## config.mk

```make
export PLATFORM = sky130hd
export DESIGN_NAME = key_encoder
export DESIGN_NICKNAME = d
export VERILOG_FILES = /design/src/rtl/key_encoder_pkg.sv /design/src/rtl/key_encoder_input_sync.sv /design/src/rtl/key_encoder.sv
export SDC_FILE = /design/constraint.sdc
export NUM_CORES = 1
export LEC_CHECK = 0
export ABC_CLOCK_PERIOD_IN_PS = 1510
export BUFFER_PORTS_ARGS = -buffer_cell sky130_fd_sc_hd__buf_2
export CAP_MARGIN = 20
export CORE_AREA = 3 3 66 68
export CTS_CLUSTER_DIAMETER = 30
export CTS_CLUSTER_SIZE = 10
export DETAILED_ROUTE_END_ITERATION = 12
export DIE_AREA = 0 0 69 71
export GPL_ROUTABILITY_DRIVEN = 0
export GPL_TIMING_DRIVEN = 1
export PLACE_DENSITY_LB_ADDON = 0.12
export REMOVE_ABC_BUFFERS = 1
export SLEW_MARGIN = 20
export SYNTH_ARGS = -nofsm -noshare
export SYNTH_HDL_FRONTEND = slang
export SYNTH_SLANG_ARGS = --single-unit
```

## constraint.sdc

```tcl
create_clock -name Clk -period 1.51 [get_ports Clk]
set_input_delay 0.302 -clock Clk [delete_from_list [all_inputs] [get_ports Clk]]
set_output_delay 0.302 -clock Clk [all_outputs]
set_load 0.01 [all_outputs]
```

## src/rtl/key_encoder_pkg.sv

```systemverilog
// Shared definitions for the key encoder: FSM state encoding, line/code
// widths, and the one-hot test and priority encoder used on the snapshot.
package key_pkg;

    localparam int NUM_LINES = 4;
    localparam int CODE_W    = 2;

    typedef enum logic [1:0] {
        IDLE     = 2'd0,
        DEBOUNCE = 2'd1,
        HELD     = 2'd2,
        RELEASE  = 2'd3
    } state_t;

    // True when exactly one line is set.
    function automatic logic is_onehot(input logic [NUM_LINES-1:0] v);
        logic [NUM_LINES-1:0] one;
        one = {{(NUM_LINES-1){1'b0}}, 1'b1};
        return (v != '0) && ((v & (v - one)) == '0);
    endfunction

    // Index of the highest set line; exact for one-hot inputs and doubles
    // as the priority encoder for multi-hot patterns.
    function automatic logic [CODE_W-1:0] encode(input logic [NUM_LINES-1:0] v);
        logic [CODE_W-1:0] idx;
        idx = '0;
        for (int k = 0; k < NUM_LINES; k++) begin
            if (v[k]) begin
                idx = CODE_W'(k);
            end
        end
        return idx;
    endfunction

endpackage

```

## src/rtl/key_encoder_input_sync.sv

```systemverilog
// Two-flop synchroniser for a bus of independent asynchronous lines.
// Each bit is synchronised on its own; no cross-bit coherence is implied.
module input_sync #(
    parameter int WIDTH = 4
) (
    input  logic             clk,
    input  logic             rst_n,
    input  logic [WIDTH-1:0] d,
    output logic [WIDTH-1:0] q
);

    logic [WIDTH-1:0] sync_p0_d, sync_p0_q;
    logic [WIDTH-1:0] sync_p1_d, sync_p1_q;

    // Next values of the two synchroniser stages.
    always_comb begin
        sync_p0_d = d;
        sync_p1_d = sync_p0_q;
    end

    // Synchroniser stages, cleared by the asynchronous reset.
    always_ff @(posedge clk or negedge rst_n) begin
        if (!rst_n) begin
            sync_p0_q <= '0;
            sync_p1_q <= '0;
        end else begin
            sync_p0_q <= sync_p0_d;
            sync_p1_q <= sync_p1_d;
        end
    end

    assign q = sync_p1_q;

endmodule

```

## src/rtl/key_encoder.sv

```systemverilog
// Debounced 4-line to 2-bit key encoder.
// Raw lines are synchronised, a candidate pattern must stay stable for
// DEBOUNCE_CYCLES sampled cycles, then its index is emitted with a
// one-cycle Valid pulse. A release must also be stable for DEBOUNCE_CYCLES
// before a new press is accepted.
// Build option: KEY_ENCODER_PRIORITY_EN -- when defined, stable multi-hot
// patterns are encoded as their highest set line (Valid) instead of being
// rejected with an Error pulse.
module key_encoder
    import key_pkg::*;
#(
    parameter int DEBOUNCE_CYCLES = 4,
    parameter int CNT_W           = $clog2(DEBOUNCE_CYCLES + 1)
) (
    input  logic                 Clk,
    input  logic                 Rst_n,
    input  logic [NUM_LINES-1:0] In,
    output logic [CODE_W-1:0]    Out,
    output logic                 Valid,
    output logic                 Error
);

    localparam logic [CNT_W-1:0] CNT_LAST = CNT_W'(DEBOUNCE_CYCLES - 1);

    logic [NUM_LINES-1:0] sync;

    state_t               state_d, state_q;
    logic [CNT_W-1:0]     cnt_d,   cnt_q;
    logic [NUM_LINES-1:0] snap_d,  snap_q;
    logic [CODE_W-1:0]    out_d,   out_q;
    logic                 valid_d, valid_q;
    logic                 error_d, error_q;

    input_sync #(
        .WIDTH (NUM_LINES)
    ) u_input_sync (
        .clk   (Clk),
        .rst_n (Rst_n),
        .d     (In),
        .q     (sync)
    );

    // Debounce FSM: next state, counter, snapshot and output pulses.
    always_comb begin
        state_d = state_q;
        cnt_d   = cnt_q;
        snap_d  = snap_q;
        out_d   = out_q;
        valid_d = 1'b0;
        error_d = 1'b0;

        unique case (state_q)
            IDLE: begin
                if (sync != '0) begin
                    snap_d  = sync;
                    cnt_d   = '0;
                    state_d = DEBOUNCE;
                end
            end

            DEBOUNCE: begin
                if (sync == '0) begin
                    state_d = IDLE;
                end else if (sync != snap_q) begin
                    // Pattern moved while still bouncing: restart on it.
                    snap_d = sync;
                    cnt_d  = '0;
                end else if (cnt_q == CNT_LAST) begin
`ifdef KEY_ENCODER_PRIORITY_EN
                    out_d   = encode(snap_q);
                    valid_d = 1'b1;
`else
                    if (is_onehot(snap_q)) begin
                        out_d   = encode(snap_q);
                        valid_d = 1'b1;
                    end else begin
                        error_d = 1'b1;
                    end
`endif
                    state_d = HELD;
                end else begin
                    cnt_d = cnt_q + 1'b1;
                end
            end

            HELD: begin
                // Changes among nonzero patterns are ignored until release.
                if (sync == '0) begin
                    cnt_d   = '0;
                    state_d = RELEASE;
                end
            end

            RELEASE: begin
                if (sync != '0) begin
                    // Release bounce: back to held without re-emitting.
                    state_d = HELD;
                end else if (cnt_q == CNT_LAST) begin
                    state_d = IDLE;
                end else begin
                    cnt_d = cnt_q + 1'b1;
                end
            end

            default: begin
                state_d = IDLE;
            end
        endcase
    end

    // State and output registers, all cleared by the asynchronous reset.
    always_ff @(posedge Clk or negedge Rst_n) begin
        if (!Rst_n) begin
            state_q <= IDLE;
            cnt_q   <= '0;
            snap_q  <= '0;
            out_q   <= '0;
            valid_q <= 1'b0;
            error_q <= 1'b0;
        end else begin
            state_q <= state_d;
            cnt_q   <= cnt_d;
            snap_q  <= snap_d;
            out_q   <= out_d;
            valid_q <= valid_d;
            error_q <= error_d;
        end
    end

    assign Out   = out_q;
    assign Valid = valid_q;
    assign Error = error_q;

endmodule

```

==> flow_metrics.py, run 1 <==
metrics = {
    "yosys": {
        "ys.flop_type": "dfrtp_1",
        "avgSynthCellArea_um2": 12.0,
        "synth_cells": 79,
        "seq_area_frac_synth_pct": 55.3,
        "ys_warn_count": 0,
        "ys_async_sr_fraction_pct": 100,
        "synth_edf_count": 0,
        "synth_seq_cells": 21,
        "syn_area_um2": 951,
        "synth_cell_type_count": 34,
    },
    "pwr": {
        "p_int_uw": 897,
        "pwr_density_cell_mw_per_mm2": 907,
        "clkPwrFrac_pct": 30.3,
        "ir_drop_mv": 0.507,
        "leakagePower_uw": 0.000582,
        "power_frac_comb_pct": 16.7,
        "swShare_pct": 25.1,
        "seq_power_share_pct": 53.0,
        "p_switching_uw": 301,
    },
    "global_routing": {
        "grt_overflow": 0,
        "grt.total_usage_pct": 7.78,
        "antenna_found_initial": 0,
        "grt_max_degree": 22,
        "grt_pass1_wl_um": 3030,
        "grt_pass1_vias": 670,
    },
    "finish": {
        "multi_input_area_um2": 497,
        "synthToLayoutAreaGrowth_pct": 38.8,
        "seqCellArea_um2": 536,
        "fillerInstances": 425,
        "antennaDiodeCount": 0,
        "nets": 111,
        "final_area_mm2": 0.00132,
        "drive_gt1_share_pct": 54.4,
        "finalNonFillerCells": 153,
    },
    "setup_path": {
        "cp_max_fo": 6,
        "critPathLaunchType": "flip-flop",
        "critPathKind": "reg -> reg",
        "critical_path.cell_chain": "buf_6 > xor2_2 > a221oi_2 > nor4_4 > mux2i_1",
        "cpPeakStageDelay_ns": 0.47,
        "critPathArrivalTime_ns": 1.69,
        "r2r_slack_ns": 0.008,
        "path_delay_family": "flip-flops",
        "reg2reg_depth": 5,
        "cp-end-kind": "flip-flop",
        "r2r_start": "snap_q[2]",
        "reg2reg_to": "Out[0]",
        "slowest_stage": "dfrtp_2",
        "cp_num_buf_inv": 1,
        "crit_required_ns": 1.70,
    },
    "cts": {
        "cts_max_path_buffers": 2,
        "cts_tree": "built",
        "cts_hold_buf": 0,
        "h-tree-depth": 1,
        "cts_buffers": 3,
        "cts-root-buf": "clkbuf_8",
        "clk_pin_slew_ns": 0.08,
        "clkLatencyLatePin_ns": 0.26,
        "clkSinkCount": 21,
    },
    "place": {
        "hpwl_um": 1220,
        "pre_cts_slack_ns": -0.101,
        "io_buffers": 9,
        "dp.cells": 146,
        "placed_area_mm2": 0.00112,
    },
    "sta": {
        "min_period_ns": 1.50,
        "max_freq_ghz": 0.666,
        "holdWs_ns": -0.00859,
        "fin_ws_ns": 0.00807,
        "rsz0062_at_grt": "true",
        "final.setup.tns_ns": 0,
        "relSlewSlack_pct": 67.8,
        "finalSetupViolCount": 0,
        "drv_slew": 0,
        "layout_worst_path_cycle_share_pct": 99.5,
        "clock-skew-final_ns": 0.00908,
        "tightest_slew_ns": 0.483,
        "hold_viol": 11,
    },
    "die": {
        "rows": 23,
        "num_io_pins": 10,
        "die_area_mm2": 0.00490,
        "core_mm2": 0.00391,
        "initial_core_util_pct": 24.3,
        "die_x_um": 69,
        "fp.dieH_um": 71,
    },
    "route": {
        "drc": 0,
        "vias_per_cell": 4.47,
        "drt_iter0_drc": 22,
        "vias": 684,
        "drtPass1Iterations": 4,
        "totalWireLength_um": 1800,
        "ant_nets": 0,
        "wl_per_cell_um": 11.8,
    },
    "status": {
        "status": "finished with violations",
        "violations": "hold timing",
    },
    "job": {
        "maxCapViolations": 0,
    },
    "min_path": {
        "hp-class": "in -> async",
    },
}
==> synth_stat cells (2+ instances only) <==
master | n | share of area, %
nand3_1 | 2 | 1.1
a21oi_1 | 2 | 1.1
o21ai_0 | 4 | 2.1
nor2b_1 | 2 | 1.3
xnor2_1 | 5 | 4.6
nand2_1 | 4 | 1.6
mux2i_1 | 2 | 2.1
nor2_1 | 4 | 1.6
and3_1 | 2 | 1.3
nand3b_1 | 2 | 1.6
dfrtp_1 | 21 | 55
a22o_1 | 3 | 2.8
nor4_4 | 2 | 4.5
inv_1 | 4 | 1.6
==> worst reg2reg max path: stages (launching register included) <==
cell	delay (ns)
dfrtp_2	0.47
buf_6	0.14
xor2_2	0.15
a221oi_2	0.09
nor4_4	0.37
mux2i_1	0.22
==> area by class of cell <==
type / count / area share, %
clock buffer: 4 / 3.41
multi-input combinational: 51 / 37.6
sequential: 21 / 40.6
tap: 50 / 4.74
inverter: 4 / 1.14
timing repair buffer: 23 / 12.5
==> worst max-delay path by stage <==
stage	startpoint	end	slack [ns]	depth (start not counted)
6_report	snap_q[2]	Out[0]	0.008	5
5_1_grt	snap_q[2]	Out[0]	-0.12	5
4_1_cts	u_input_sync.q[0]	cnt_q[1]	-0.11	4
3_5_place_dp	cnt_q[0]	cnt_q[0]	-0.10	5
3_3_place_gp	u_input_sync.q[0]	cnt_q[2]	-0.13	4
2_1_floorplan	cnt_q[0]	cnt_q[0]	-0.09	5
==> layout by cell type, fill, tap and decap left out, types with 2 or more instances in the layout <==
| cell type | n |
|---|---|
| a21oi_1 | 2 |
| a22o_1 | 3 |
| and3_1 | 2 |
| buf_2 | 9 |
| buf_4 | 10 |
| buf_6 | 4 |
| clkbuf_8 | 3 |
| dfrtp_1 | 13 |
| dfrtp_2 | 8 |
| inv_1 | 4 |
| mux2i_1 | 2 |
| nand2_1 | 4 |
| nand3_1 | 2 |
| nand3b_1 | 2 |
| nor2_1 | 3 |
| nor4_4 | 2 |
| o21ai_0 | 2 |
| xnor2_2 | 5 |
==> sequential cells by signal, indices dropped and copies added, names as in the netlist, named ones only <==
| signal | flops |
|---|---|
| snap_q | 4 |
| u_input_sync.q | 4 |
| u_input_sync.sync_p0_q | 4 |
| cnt_q | 3 |
| Out | 2 |
| Error | 1 |
| Valid | 1 |
| state_q | 1 |
==> power groups by stage <==
stage                     logic (uW)  clock network [uW]  registers (uW)
after floorplan                 83.4                   0             628
after global placement           145                   0             633
after detailed placement         146                   0             633
after CTS                        163                 385             626
after global routing             219                 405             641
final                            200                 363             635
==> routing by layer <==
layer	GRT usage, %	routed length, um	vias up
met1	9.35	823	337
met3	2.98	88	2
met2	12.5	866	13
li1	-	-	332
met4	3.25	24	0
met5	0	0	-
==> kinds of logic after synthesis <==
family | Yosys count | synth area share, %
AO/OA/AOI/OAI | 16 | 12.4
flip-flops | 21 | 55.3
buffers and inverters | 7 | 3.68
multiplexers | 2 | 2.11
AND/OR/NAND/NOR | 26 | 19.7
adder cells (fa/ha/maj) | 1 | 1.32
XOR/XNOR | 6 | 5.53
==> stage by stage <==
step	util (%)	hold WS (ns)	power, uW
2_1_floorplan	-	0.00641	712
3_5_place_dp	28.6	0.297	779
3_3_place_gp	28.6	0.293	778
5_1_grt	33.7	0.0300	1260
4_1_cts	31.1	0.0107	1170
6_report	33.7	-0.00859	1200
==> what timing repair did <==
item                       CTS  global route
buffers inserted             2             2
gates resized for setup     11            23
setup endpoints to repair    9            12
pin swaps                    3             5
(Power assumes the default switching activity.)
==> inputs of run 2 (changes only) <==
--- a/config.mk
+++ b/config.mk
@@ -8,11 +8,11 @@
 export ABC_CLOCK_PERIOD_IN_PS = 1510
 export BUFFER_PORTS_ARGS = -buffer_cell sky130_fd_sc_hd__buf_2
 export CAP_MARGIN = 20
-export CORE_AREA = 3 3 66 68
+export CORE_AREA = 3 3 48 50
 export CTS_CLUSTER_DIAMETER = 30
 export CTS_CLUSTER_SIZE = 10
 export DETAILED_ROUTE_END_ITERATION = 12
-export DIE_AREA = 0 0 69 71
+export DIE_AREA = 0 0 51 53
 export GPL_ROUTABILITY_DRIVEN = 0
 export GPL_TIMING_DRIVEN = 1
 export PLACE_DENSITY_LB_ADDON = 0.12
==> flow_metrics.py, run 2 (synthesis results as in run 1) <==
metrics = {
    "status": {
        "violations": "setup timing",
        "status": "finished with violations",
    },
    "cts": {
        "clkLatencyLatePin_ns": 0.30,
        "cts-root-buf": "clkbuf_4",
        "clkSinkCount": 21,
        "clk_pin_slew_ns": 0.10,
        "cts_max_path_buffers": 2,
        "h-tree-depth": 1,
        "cts_tree": "built",
        "cts_buffers": 3,
    },
    "place": {
        "dp.cells": 120,
        "io_buffers": 9,
        "hpwl_um": 1130,
    },
    "sta": {
        "finalSetupViolCount": 5,
        "hold_viol": 0,
        "drv_slew": 0,
        "rsz0062_at_grt": "true",
        "max_freq_ghz": 0.618,
        "layout_worst_path_cycle_share_pct": 107,
        "fin_ws_ns": -0.109,
        "min_period_ns": 1.62,
        "clock-skew-final_ns": 0.00124,
        "relSlewSlack_pct": 71.1,
        "tightest_slew_ns": 0.434,
    },
    "finish": {
        "finalNonFillerCells": 134,
        "fillerInstances": 156,
        "nets": 115,
        "layout_common_cells": "14 x dfrtp_1, 14 x buf_4, 9 x buf_2, 7 x dfrtp_2, 4 x inv_1",
        "synthToLayoutAreaGrowth_pct": 40.1,
        "antennaDiodeCount": 0,
        "seqCellArea_um2": 534,
        "multi_input_area_um2": 519,
        "drive_gt1_share_pct": 55.1,
    },
    "die": {
        "fp.dieH_um": 53,
        "rows": 16,
        "num_io_pins": 10,
        "core_mm2": 0.00194,
        "die_area_mm2": 0.00270,
        "initial_core_util_pct": 49.0,
        "die_x_um": 51,
    },
    "setup_path": {
        "slowest_stage": "dfrtp_2",
        "critPathLaunchType": "flip-flop",
        "critPathKind": "reg -> reg",
        "cp_max_fo": 4,
        "critical_path.cell_chain": "buf_12 > xnor2_4 > nand4_4 > buf_4 > buf_6 > o221ai_2 > a211o_1",
        "crit_required_ns": 1.70,
        "r2r_slack_ns": -0.11,
        "cp-end-kind": "flip-flop",
        "critPathArrivalTime_ns": 1.81,
        "cpPeakStageDelay_ns": 0.45,
    },
    "global_routing": {
        "grt_overflow": 0,
        "grt.total_usage_pct": 14.5,
        "grt_pass1_vias": 662,
        "antenna_found_initial": 0,
        "grt_pass1_wl_um": 2790,
        "grt_max_degree": 22,
    },
    "route": {
        "wl_met1_um": 752,
        "wl_met2_um": 853,
        "totalWireLength_um": 1710,
        "dr_wl_met3_um": 75,
        "ant_nets": 0,
        "vias_per_cell": 5.16,
        "wl_per_cell_um": 12.7,
        "drt_iter0_drc": 3,
        "drtPass1Iterations": 4,
        "drc": 0,
        "highest_layer": "met4",
        "vias": 691,
    },
    "pwr": {
        "p_int_uw": 814,
        "pwr_density_cell_mw_per_mm2": 826,
        "power_frac_comb_pct": 19.7,
        "p_total_uw": 1100,
        "swShare_pct": 26.0,
        "seq_power_share_pct": 57.1,
        "clkPwrFrac_pct": 23.2,
        "leakagePower_uw": 0.000604,
        "ir_drop_mv": 0.628,
        "p_switching_uw": 286,
    },
    "job": {
        "maxCapViolations": 0,
    },
    "min_path": {
        "hp-class": "in -> reg",
    },
}
run 2: cell type report:
type,instances,area share (%)
well taps,27,2.54
repair buffers,27,15.2
flip-flops and latches,21,40.1
multi-input cells,51,39.0
inverters,4,1.13
clock buffers,3,1.69
clock inverters,1,0.376
run 2: power by group through the flow:
stage | Combinational [uW] | Clock, uW | Sequential (uW)
3_5_place_dp | 135 | 0 | 631
4_1_cts | 163 | 275 | 619
6_report | 217 | 255 | 628
2_1_floorplan | 83.4 | 0 | 628
5_1_grt | 236 | 303 | 633
3_3_place_gp | 131 | 0 | 630
run 2: what timing repair did:
item                                   4_1_cts  5_1_grt
setup endpoints to repair                    9       10
pin swaps                                   11        6
buffers inserted                             5        4
resized for setup                           12       22
endpoints found under the hold margin       21        0
hold buffers                                 1        0
run 2: worst paths after layout:
check                                     startpoint  cells after the start                   endpoint
min in group asynchronous                      Rst_n                      2                     Out[0]
setup / recovery                   u_input_sync.q[1]                      7                   cnt_q[0]
hold reg to reg            u_input_sync.sync_p0_q[3]                      0          u_input_sync.q[3]
max in group asynchronous                      Rst_n                      2          u_input_sync.q[0]
hold / removal                                 In[0]                      1  u_input_sync.sync_p0_q[0]
setup reg to reg                   u_input_sync.q[1]                      7                   cnt_q[0]
run 2: worst max-delay path: cells and delay by family, from the launching register on:
| kind | cells | cell delay (ns) |
|---|---|---|
| flops | 1 | 0.45 |
| compound gates | 2 | 0.41 |
| buf+inv | 3 | 0.40 |
| xor+xnor | 1 | 0.12 |
| simple gates | 1 | 0.12 |
run 2: layer usage:
layer | track usage, % | up-vias
li1 | - | 341
met1 | 17.0 | 332
met2 | 23.6 | 13
met3 | 5.92 | 5
met4 | 5.38 | 0
met5 | 0 | -
run 2: metrics by stage:
step	instance area (um^2)	hold WS [ns]	utilization, %	setup WS [ns]	setup TNS [ns]
floorplan	931	0.00641	-	-0.0905	-0.0905
global placement	1070	0.268	55.1	-0.0608	-0.191
detailed placement	1070	0.273	55.1	-0.115	-0.496
CTS	1180	0.0814	60.8	-0.0745	-0.463
global route	1330	0.0593	68.6	-0.161	-0.765
finish	1330	0.0982	68.6	-0.109	-0.245
